**config.mk**
```make
export PLATFORM = sky130hd
export DESIGN_NAME = arb8x1_4b
export DESIGN_NICKNAME = d
export VERILOG_FILES = /design/src/rtl/arb8x1_4b.sv
export SDC_FILE = /design/constraint.sdc
export NUM_CORES = 1
export LEC_CHECK = 0
export CAP_MARGIN = 15
export CORE_MARGIN = 5
export CORE_UTILIZATION = 37
export DETAILED_ROUTE_END_ITERATION = 8
export PLACE_DENSITY_LB_ADDON = 0.25
export SETUP_SLACK_MARGIN = 0.02
export SYNTH_ARGS = -nofsm -noshare
export SYNTH_HDL_FRONTEND = slang
export SYNTH_SLANG_ARGS = --single-unit
```
**constraint.sdc**
```tcl
create_clock -name clk -period 2.2 [get_ports clk]
set_input_delay 0.55 -clock clk [delete_from_list [all_inputs] [get_ports clk]]
set_output_delay 0.55 -clock clk [all_outputs]
set_load 0.05 [all_outputs]
```
**src/rtl/arb8x1_4b.sv**
```systemverilog
// Round-robin scheduler for eight 4-bit requesters onto one valid/ready channel.
// Define ARB8X1_RR_EN for round-robin; otherwise fixed priority with i0 highest.
module arb8x1_4b (
   input  logic       clk,
   input  logic       rst,
   input  logic [7:0] req,
   input  logic [3:0] i0,
   input  logic [3:0] i1,
   input  logic [3:0] i2,
   input  logic [3:0] i3,
   input  logic [3:0] i4,
   input  logic [3:0] i5,
   input  logic [3:0] i6,
   input  logic [3:0] i7,
   input  logic       ready,
   output logic       valid,
   output logic [3:0] f,
   output logic       s2,
   output logic       s1,
   output logic       s0,
   output logic [7:0] gnt,
   output logic [7:0] ack
);

   typedef enum logic {IDLE, BUSY} state_t;

   state_t     state_q;
   logic       valid_q;
   logic [3:0] f_q;
   logic [2:0] sel_q;
   logic [7:0] gnt_q;
   logic [2:0] ptr;

   logic [3:0] din [8];
   logic       win_found_d;
   logic [2:0] win_d;
   logic [7:0] win_onehot_d;

   assign din[0] = i0;
   assign din[1] = i1;
   assign din[2] = i2;
   assign din[3] = i3;
   assign din[4] = i4;
   assign din[5] = i5;
   assign din[6] = i6;
   assign din[7] = i7;

   // Scan from the farthest offset down so the nearest set bit after ptr wins.
   always_comb begin
      win_found_d = 1'b0;
      win_d       = ptr;
      for (int j = 7; j >= 0; j--) begin
         if (req[ptr + 3'(j)]) begin
            win_found_d = 1'b1;
            win_d       = ptr + 3'(j);
         end
      end
   end

   for (genvar gi = 0; gi < 8; gi++) begin : g_onehot
      assign win_onehot_d[gi] = (win_d == 3'(gi));
   end

`ifdef ARB8X1_RR_EN
   logic [2:0] ptr_q;
   assign ptr = ptr_q;
`else
   assign ptr = 3'd0;
`endif

   always_ff @(posedge clk) begin
      if (rst) begin
         state_q <= IDLE;
         valid_q <= 1'b0;
         f_q     <= 4'b0000;
         sel_q   <= 3'b000;
         gnt_q   <= 8'h00;
`ifdef ARB8X1_RR_EN
         ptr_q   <= 3'd0;
`endif
      end else begin
         case (state_q)
            IDLE: begin
               if (win_found_d) begin
                  sel_q   <= win_d;
                  f_q     <= din[win_d];
                  gnt_q   <= win_onehot_d;
                  valid_q <= 1'b1;
                  state_q <= BUSY;
               end
            end
            BUSY: begin
               // Word, select and grant stay frozen until the consumer takes it.
               if (ready) begin
                  valid_q <= 1'b0;
                  gnt_q   <= 8'h00;
`ifdef ARB8X1_RR_EN
                  ptr_q   <= sel_q + 3'd1;
`endif
                  state_q <= IDLE;
               end
            end
            default: state_q <= IDLE;
         endcase
      end
   end

   assign valid        = valid_q;
   assign f            = f_q;
   assign {s2, s1, s0} = sel_q;
   assign gnt          = gnt_q;
   assign ack          = (valid_q && ready) ? gnt_q : 8'h00;

endmodule

```
-- Word level (Yosys, flattened, before mapping)
Index checks and enable logic that the tools add are counted.
- bits of input ports: 43
- flip-flop bits (word level): 17
- logic and storage cells: 50
- output and inout bits: 24
- muxes and demuxes: 29
- reduce and logical (&&, ||, !) cells: 4
- order comparisons: 1
- equality and inequality tests: 9
- bitwise gates (word level): 2
- operators by type and width (operator ; number):
    $mux W3 ; 8
    $mux W8 ; 3
    $pmux W8 S2 ; 1
    $bmux W4 S3 ; 1
    $eq A3 B3 Y1 const B ; 4
    $mux W1 ; 12
    $mux W4 ; 2
    $eq A3 B2 Y1 const B ; 2
    $ge A4 B4 Y1 const B ; 1
    $ne A2 B2 Y1 const B ; 2
    $not A3 Y4 ; 1
    $pmux W1 S2 ; 2
    $reduce_and A2 Y1 ; 2
    $eq A3 B1 Y1 const B ; 1
    $logic_not A3 Y1 ; 1
    $logic_and A1 B1 Y1 ; 1
    $not A1 Y1 ; 1

-- Depth between registers and ports, before layout
- depth in word-level cells: 12
- mapped depth: 8

-- Worst setup path after synthesis
Ideal clock, no wire load.
- kind: input to register
- start: input req[3]
- end: register f_q[1], in the netlist f[1]
- data required time: 2.076 ns
- cell stages on the path: 7
- path buffers: 2
- slack: 0.307 ns
- data arrival time: 1.770 ns
- cells stage by stage: buf_4 > inv_1 > a221oi_2 > buf_4 > mux2_2 > a22oi_1 > a31oi_1
- word-level cells in the longest chain between the ends: 8
- elaborated cells between the ends (all ways): 13
- those cells by class: mux (11); bitwise (1); reduce/logical (1)
- RTL lines (element ; RTL line ; text):
    start: declaration ; 6 ; input logic [7:0] req,
    $mux W3 (4 in a row) ; 53 ; if (req[ptr + 3'(j)]) begin
    $not A3 Y4 (implied by the code) ; 86 ; f_q <= din[win_d];
    $bmux W4 S3 ; 86 ;
    $mux W4 (implied by the code) (2 in a row) ; 86 ;
    end signal: assignment ; 86 ;
    end: declaration ; 29 ; logic [3:0] f_q;
Several ways; a longest one is shown, not always the timed one. The select of a mux whose other input is x is not followed.
A chain may end at the register's enable or synchronous reset.

-- Worst setup path after layout
- start: input ready
- end: output ack[2]
- word-level cells in the longest chain between the ends: 2
- RTL lines (element ; RTL line ; text):
    start: declaration ; 15 ; input logic ready,
    $logic_and A1 B1 Y1 ; 112 ; assign ack = (valid_q && ready) ? gnt_q : 8'h00;
    $mux W8 ; 112 ;
    end: declaration ; 22 ; output logic [7:0] ack
Every way passes these cells.

==> results.toml <==
[timing]
setup_tns_ps = 0
slew_violations = 0
post-route-period-util_pct = 95.93
rsz0062_at_grt = "true"
fin_crit_ps = 2110
finalSetupViolations = 0
fmax_ghz = 0.4738
tightest_slew_ps = 613.2
hold_violations = 0
slew_headroom_pct = 58.99
finClkSkew_ps = 1.146

[power]
clkPwrFrac_pct = 20.7
p_sw_mw = 0.2623
finalPower_mw = 0.8149
comb_power_share_pct = 38.1
irDropWorstVdd_mv = 0.3195
leakage_nw = 0.8589
seq_power_share_pct = 41.1
power_density_nw_per_um2 = 393.8
intPower_mw = 0.5526
power.share.switching_pct = 32.18

[clock_network]
htreeDepth = 1
cts_sinks = 17
clkTransAtPathRegs_ps = 100
clk_latency_ps = 290
clockBufferDepth = 2
root_buffer = "clkbuf_4"
tritoncts = "yes"
cts_inserted_buffers = 3

[synth]
synth_top_area_share_pct = 31.05
async_reset_ff_share_pct = 0
yosys.area_share.adder_pct = 0
synth_top_family_by_area = "compound AO/OA/AOI/OAI gates"
synth_cells = 131
yosys_warnings = 0
synth_compound_area_share_pct = 29.68
muxShareOfSynthArea_pct = 7.534
synth.avg_cell_area_um2 = 8.367
ys_types = 34
synth_area_um2 = 1096
ys_seq_area_share_pct = 31.05
yosys.area_share.simple_pct = 24.09
synth_top_flop_cell = "dfxtp_1"
synth_area_leaders = "dfxtp_1 (31%), a22oi_1 (9.6%), nor2_1 (6.5%)"
syn_nets = 174
synth_seq_cells = 17
synth_edf_count = 0
synth-xor-area-share_pct = 0
yosys.area.top_type = "dfxtp_1"

[global_route]
antenna_found_initial = 0
grt_pass1_wl_um = 6334
first_global_vias = 1422
track_usage_pct = 19.03
grt-ovfl-total = 0
grt_max_degree = 18

[routing]
wl_um = 3847
ant_nets = 0
drtIter0Drc = 48
vias = 1403
viasPerCell = 5.545
wl_per_cell_um = 15.21
drc = 0
first_pass_iters = 4

[critical_path]
arrival_ps = 1560
path_class = "primary input to output port"
critPathRequiredTime_ps = 1650
worstSetupStartpointType = "primary input"
reg2reg_slack_ps = 690
cp-end-kind = "output port"
path_max_fanout = 9

[floorplanning]
start_util_pct = 39.07
die_w_um = 64.43
die_h_um = 64.43
io_pins = 67
rows = 19
core-area_um2 = 2805
die-area_um2 = 4151

[final_layout]
diodes = 0
nets = 266
seqCellArea_um2 = 340.3
fin_area_um2 = 2069
fin_util_pct = 73.77
multi_input_area_um2 = 676.9
area_growth_pct = 88.81
drive_above_1_share_pct = 24.32
nFillCells = 209

[placement]
port_buffers = 66
place.gp.congestion = 0.8364
placed_area_um2 = 2028
dp_hpwl_um = 3215

[run]
maxCapViolations = 0

[status]
status = "finished clean"

[min_path]
hold_class = "register to register"
## cell usage after synthesis, drive strengths merged (3+ instances only)
master / instances
a22oi: 14
clkbuf: 3
o21ai: 7
dfxtp: 17
nor2: 20
and3: 8
nand2: 11
a21oi: 8
inv: 5
mux2i: 6
buf: 6
nor3: 5
## stage by stage
stage | std cells | setup WS, ps | hold slack (ps)
6_report | 253 | 89.61 | 470.6
2_1_floorplan | 131 | 306.5 | 583.1
5_1_grt | 253 | 7.634 | 503.5
3_5_place_dp | 248 | -233.6 | 460.5
3_3_place_gp | 248 | -160.0 | 453.3
4_1_cts | 252 | 77.22 | 473.0
## final timing paths
kind / start / cells past startpoint / to
worst max-delay path: ready / 3 / ack[2]
worst max register to register: state_q$_SDFF_PP0_ / 6 / f[1]$_SDFFE_PP0P_
worst min-delay path: gnt[6]$_SDFFE_PP0P_ / 2 / gnt[6]$_SDFFE_PP0P_
worst min register to register: gnt[6]$_SDFFE_PP0P_ / 2 / gnt[6]$_SDFFE_PP0P_
## area by class of cell
cell class | count | area share, %
clock inverter | 1 | 0.2418
tap | 31 | 1.874
multi-input combinational | 100 | 32.71
inverter | 5 | 0.9069
clock buffer | 3 | 1.088
sequential | 17 | 16.45
timing repair buffer | 96 | 46.74
## per-layer routing
layer / track usage [%] / vias up / wire length (µm)
li1: - / 669 / -
met1: 20.42 / 666 / 1530
met2: 35.82 / 64 / 1976
met3: 5.009 / 4 / 315
met4: 6.596 / 0 / 25
met5: 0 / - / 0
## worst max-delay path: stages
cell	delay, ps
clkdlybuf4s50_1	610
and3_1	250
buf_12	150
## cells by family after synthesis
| kind of cell | after synthesis |
|---|---|
| muxes | 8 |
| and+or+nand+nor | 51 |
| AOI/OAI and AO/OA | 41 |
| DFF | 17 |
| buffers and inverters | 14 |
## placed cells by master (no fill, tap or decap), drive strengths merged, types with 2 or more instances in the layout
cell,netlist,layout
mux2i,6,6
clkdlybuf4s50,0,56
and3,8,8
inv,5,5
a31oi,2,2
mux2,2,2
dfxtp,17,17
buf,6,38
nand2b,2,2
a21oi,8,8
nor3,5,5
a22oi,14,14
nand2,11,11
a22o,2,2
o221ai,2,2
o21ai,7,7
clkbuf,3,3
nor2,20,20
a221oi,2,2
nor4,2,2
## flip-flops by register name, indices dropped and copies added (netlist names)
name     count
f            4
gnt          8
sel_q        3
state_q      1
valid        1
## power by group through the flow
stage / Sequential [mW] / Clock, mW / Combinational (mW)
final: 0.335 / 0.169 / 0.311
after global routing: 0.338 / 0.187 / 0.331
after CTS: 0.335 / 0.173 / 0.308
after detailed placement: 0.342 / 0 / 0.308
after global placement: 0.342 / 0 / 0.299
after floorplan: 0.379 / 0 / 0.110
## timing repair
item	in CTS	in global routing
setup buffers	0	1
pin swaps	0	1
cloned	0	0
hold buffers	0	0
endpoints found under the setup margin	1	9
gates resized for setup	1	3
Power figures use the tool's default switching activity.
==> edit 1, RTL diff (same flow settings) <==
Make the reset (`rst`) asynchronous in one clocked block.
--- a/src/rtl/arb8x1_4b.sv
+++ b/src/rtl/arb8x1_4b.sv
@@ -68,7 +68,7 @@
    assign ptr = 3'd0;
 `endif
 
-   always_ff @(posedge clk) begin
+   always_ff @(posedge clk or posedge rst) begin
       if (rst) begin
          state_q <= IDLE;
          valid_q <= 1'b0;
Formal check against the unedited RTL: differs if rst is asserted again (counterexample within 4 cycles, from zero or initial values and one cycle with rst high); with rst held inactive, the same outputs for 10 cycles.
==> edit 1 against the original RTL <==
- worst setup slack improved by 0.037 ns
- critical endpoint is now f[0]
- sequential share of layout area increased by 3.6 points
- area after synthesis decreased by 0.57%
- sequential cell count unchanged
- register-to-register slack got worse by 0.06 ns
- worst hold slack improved by 0.032 ns
- final area increased by 2.6%
- critical path depth increased by 3
- die area decreased by 0.48%
- routed wire length increased by 6.4%
Power is not compared: it rests on default switching activity, and its combinational part moved more than twofold at a synthesized area within 25%.
==> edit 1: results (changes against the original RTL) <==
Clock network
  – Number of gates resized after CTS: 6 (+5)
  – Clock latency on the worst-skew pair: 0.29 ns (about the same)
  – Clock buffer depth: 2 (unchanged)
  – Clk root buf: clkbuf_4
  – Setup Buffers After CTS: 3 (+3)

Min path
  – Worst Hold Launch: sel_q[2]
  – Hold Path Sink: sel_q[2]

Logic synthesis
  – Multiplexer area fraction after synthesis: 8.96% (+1.4 points)
  – Top cells by area, synth: dfrtp_1 (39%), mux2_2 (6.2%), and3_1 (4.6%), a221oi_2 (4.1%), nand2_1 (4.1%)
  – Unique masters post-synth: 37 (+8.8%)
  – FFs w/ async S/R, synth: 100% (+100 points)
  – Compound-Gate Fraction of Synth Area: 28.2% (-1.4 points)
  – Fraction of the mapped netlist area in adder cells: 0% (unchanged)
  – Top_reg_cell synth: dfrtp_1
  – Register area share after synthesis: 39.0% (+8.0 points)
  – Synth top cells by count: dfrtp_1 (17), nand2_1 (12), and3_1 (8)
  – Post-synth net total: 152 (-13%)
  – Synth Instances: 109 (-17%)

Global route
  – Largest net degree at the start of global routing: 18 (unchanged)
  – First-pass GRT wire length: 6.67 mm (+5.3%)
  – GR Util All Layers: 20.0% (+0.93 points)
  – Vias in the first global route: 1,371 (-3.6%)
  – Met3 usage: 2.10% (-2.9 points)
  – Met2 usage: 35.9% (+0.12 points)
  – Grt met1 use: 24.6% (+4.1 points)

Cells and area
  – Inserted Diodes: 0 (unchanged)
  – NumNets Final: 252 (-5.3%)
  – Post-layout instance count excluding filler cells: 239 (-5.5%)
  – Share of layout cells above drive strength 1: 29.3% (+5.0 points)

Power
  – Internal power: 0.000860 W
  – Leak pwr: 0.966 nW
  – Combinational logic power: 0.000933 W

STA
  – Slew HR: 55.0% (-4.0 points)
  – Hold slack: 0.502 ns (+0.0317 ns)
  – Clock skew: 0.0138 ns (+0.0126 ns)

Routing
  – Via count: 1,331 (-5.1%)
  – Initial DRC Count: 64 (+33%)
  – DRT met1 WL: 1.56 mm (+2.0%)
  – Met3 WL: 304 µm (-3.5%)
  – Met2 routed WL: 2.17 mm (+9.7%)
  – Mean routed wirelength per cell: 17.1 µm (+13%)

Placement
  – Port-buffer cells: 66 (unchanged)
  – Cell count after placement: 232 (-6.5%)
  – Cell Area, Placed: 0.00207 mm² (+2.0%)
  – Placer Congestion: 0.816 (-2.5%)
  – DP HPWL: 3.32 mm (+3.3%)
  – Post-placement worst setup slack: -0.335 ns (-0.101 ns)

Setup path
  – Crit path DAT: 2.24 ns (+0.68 ns)
  – Flop2flop setup slack: 0.63 ns (-0.06 ns)
  – Max incr delay on CP: 0.47 ns (-0.14 ns)
  – R2r worst-path depth: 3 (-3)
  – Worst Path Max Fanout: 6 (-3)
  – Reg2reg end: f[1]
  – Crit path max-delay family: compound AO/OA/AOI/OAI gates
  – Reg-to-Reg Start: state_q

Run status
  – Status: completed
edit 1: cell count changes in the layout (fill, tap and decap cells not counted), moves of 5 or more:
cell | before | now
dfxtp_1 | 17 | 0
a21oi_1 | 7 | 2
clkdlybuf4s50_1 | 56 | 51
a22oi_1 | 14 | 3
nor2_1 | 19 | 6
dfrtp_1 | 0 | 17
edit 1: area by class of cell:
cell class              count  area (µm²)
clock buffers               4        26.3
multi-input cells          82         623
repair buffers             99         987
inverters                   6        22.5
fillers                   214         658
flip-flops and latches     17         425
well taps                  31        38.8
edit 1: worst max-delay path by stage:
stage	from	to	slack, ns	cells after the start
6_report	req[2]	f[0]	0.13	6
3_3_place_gp	req[3]	f[2]	-0.23	7
4_1_cts	req[4]	f[0]	0.03	6
3_5_place_dp	req[3]	f[0]	-0.34	7
2_1_floorplan	req[6]	f[1]	0.16	6
5_1_grt	req[2]	f[0]	0.05	6
edit 1: tightest hold or removal path, stage by stage (launching register included):
cell and delay, ns:
dfrtp_1 0.36, nand2_1 0.05, nand2_1 0.06
==> edit 2, RTL diff (same flow settings) <==
Without the edit above. Build with the macro `ARB8X1_RR_EN` defined.
--- a/src/rtl/arb8x1_4b.sv
+++ b/src/rtl/arb8x1_4b.sv
@@ -1,5 +1,7 @@
 // Round-robin scheduler for eight 4-bit requesters onto one valid/ready channel.
 // Define ARB8X1_RR_EN for round-robin; otherwise fixed priority with i0 highest.
+`define ARB8X1_RR_EN
+
 module arb8x1_4b (
    input  logic       clk,
    input  logic       rst,
Behaviour: not the same (a bounded check fails within 4 cycles, from zero or initial values and one cycle with rst high).
==> edit 2 against the original RTL <==
- total power rose by 140%
- maximum frequency down 36%
- largest cell class is now multi-input gates
- sequential cell count up 3
- area after synthesis is 73% higher
- sequential power up 29%
- routed wire length rose by 51%
- the flow now finishes with violations (negative setup slack)
- final area grew 64%
- worst setup slack lost 1.2 ns
- worst hold slack improved by 0.031 ns
- largest power group is now combinational logic
==> edit 2: results (changes against the original RTL) <==
Run status
  – Status: finished, violations left
  – Failing checks: negative setup slack

Global route
  – Grt met1 use: 23.8% (+3.4 points)
  – GR Util All Layers: 17.2% (-1.8 points)
  – Met2 usage: 29.2% (-6.6 points)

Routing
  – Routed WL: 5.79 mm (+51%)
  – Via count: 2,050 (+46%)
  – Met3 WL: 296 µm (-6.0%)
  – Met2 routed WL: 2.94 mm (+49%)

Power
  – Leak pwr: 1.38 nW (+61%)

Setup path
  – R2r worst-path depth: 15 (+9)
  – Max incr delay on CP: 0.49 ns (-0.12 ns)
  – Crit path max-delay family: multiplexers
  – Critical Path Slowest Stage Cell: mux4_2
  – Reg-to-Reg Start: ptr[0]

Logic synthesis
  – Synth top cells by count: nor2_1 (31), dfxtp_1 (20), mux2i_1 (14)
  – Fraction of the mapped netlist area in adder cells: 1.98% (+2.0 points)
  – Register area share after synthesis: 21.1% (-9.9 points)
  – Top cells by area, synth: dfxtp_1 (21%), mux4_1 (12%), mux2i_1 (7.4%), mux4_2 (7.1%), nor2_1 (6.1%)
  – Synth Area in XOR/XNOR: 3.30% (+3.3 points)

Placement
  – Cell Area, Placed: 0.00303 mm² (+49%)

Cells and area
  – Fill count: 375 (+79%)
  – Share of layout cells above drive strength 1: 41.3% (+17 points)

Clock network
  – Clock latency on the worst-skew pair: 0.26 ns (-0.03 ns)
  – Clock-pin slew on the worst setup and hold paths: 0.07 ns (-0.03 ns)

STA
  – Clock skew: 0.00319 ns (+0.00205 ns)
  – Setup ws final: -1.11 ns (-1.20 ns)
  – Hold slack: 0.502 ns (+0.0312 ns)
  – Final setup vio count: 17 (+17)
  – Slew HR: 65.1% (+6.1 points)

Min path
  – Worst Hold Launch: f[3]
  – Hold Path Sink: f[3]
## edit 2: cell types whose count changed after synthesis, sizes merged, moves of 6 or more
cell / delta
a211oi: +9
a22oi: -6
mux2i: +9
mux4: +15
nor2: +11
## edit 2: cell type report
type / count / area [µm²] / share of cell area [%]
multi-input cells: 164 / 1630 / 48.0
repair buffers: 118 / 1190 / 35.1
flip-flops and latches: 20 / 408 / 12.0
well taps: 70 / 87.6 / 2.59
clock buffers: 4 / 55.1 / 1.63
inverters: 4 / 22.5 / 0.665
## edit 2: where the power goes
group          leakage, nW  internal (W)  switching, W
logic                 1.18      0.000647      0.000580
clock network       0.0288      0.000159      0.000122
registers            0.166      0.000398     0.0000335
## edit 2: how the worst max path moves through the flow
stage | endpoint | slack [ns] | cells past startpoint
global placement | f[2] | -1.49 | 9
finish | f[1] | -1.11 | 15
CTS | f[2] | -1.09 | 15
floorplan | f[0] | -0.93 | 13
global route | f[1] | -1.28 | 15
detailed placement | f[2] | -1.64 | 9
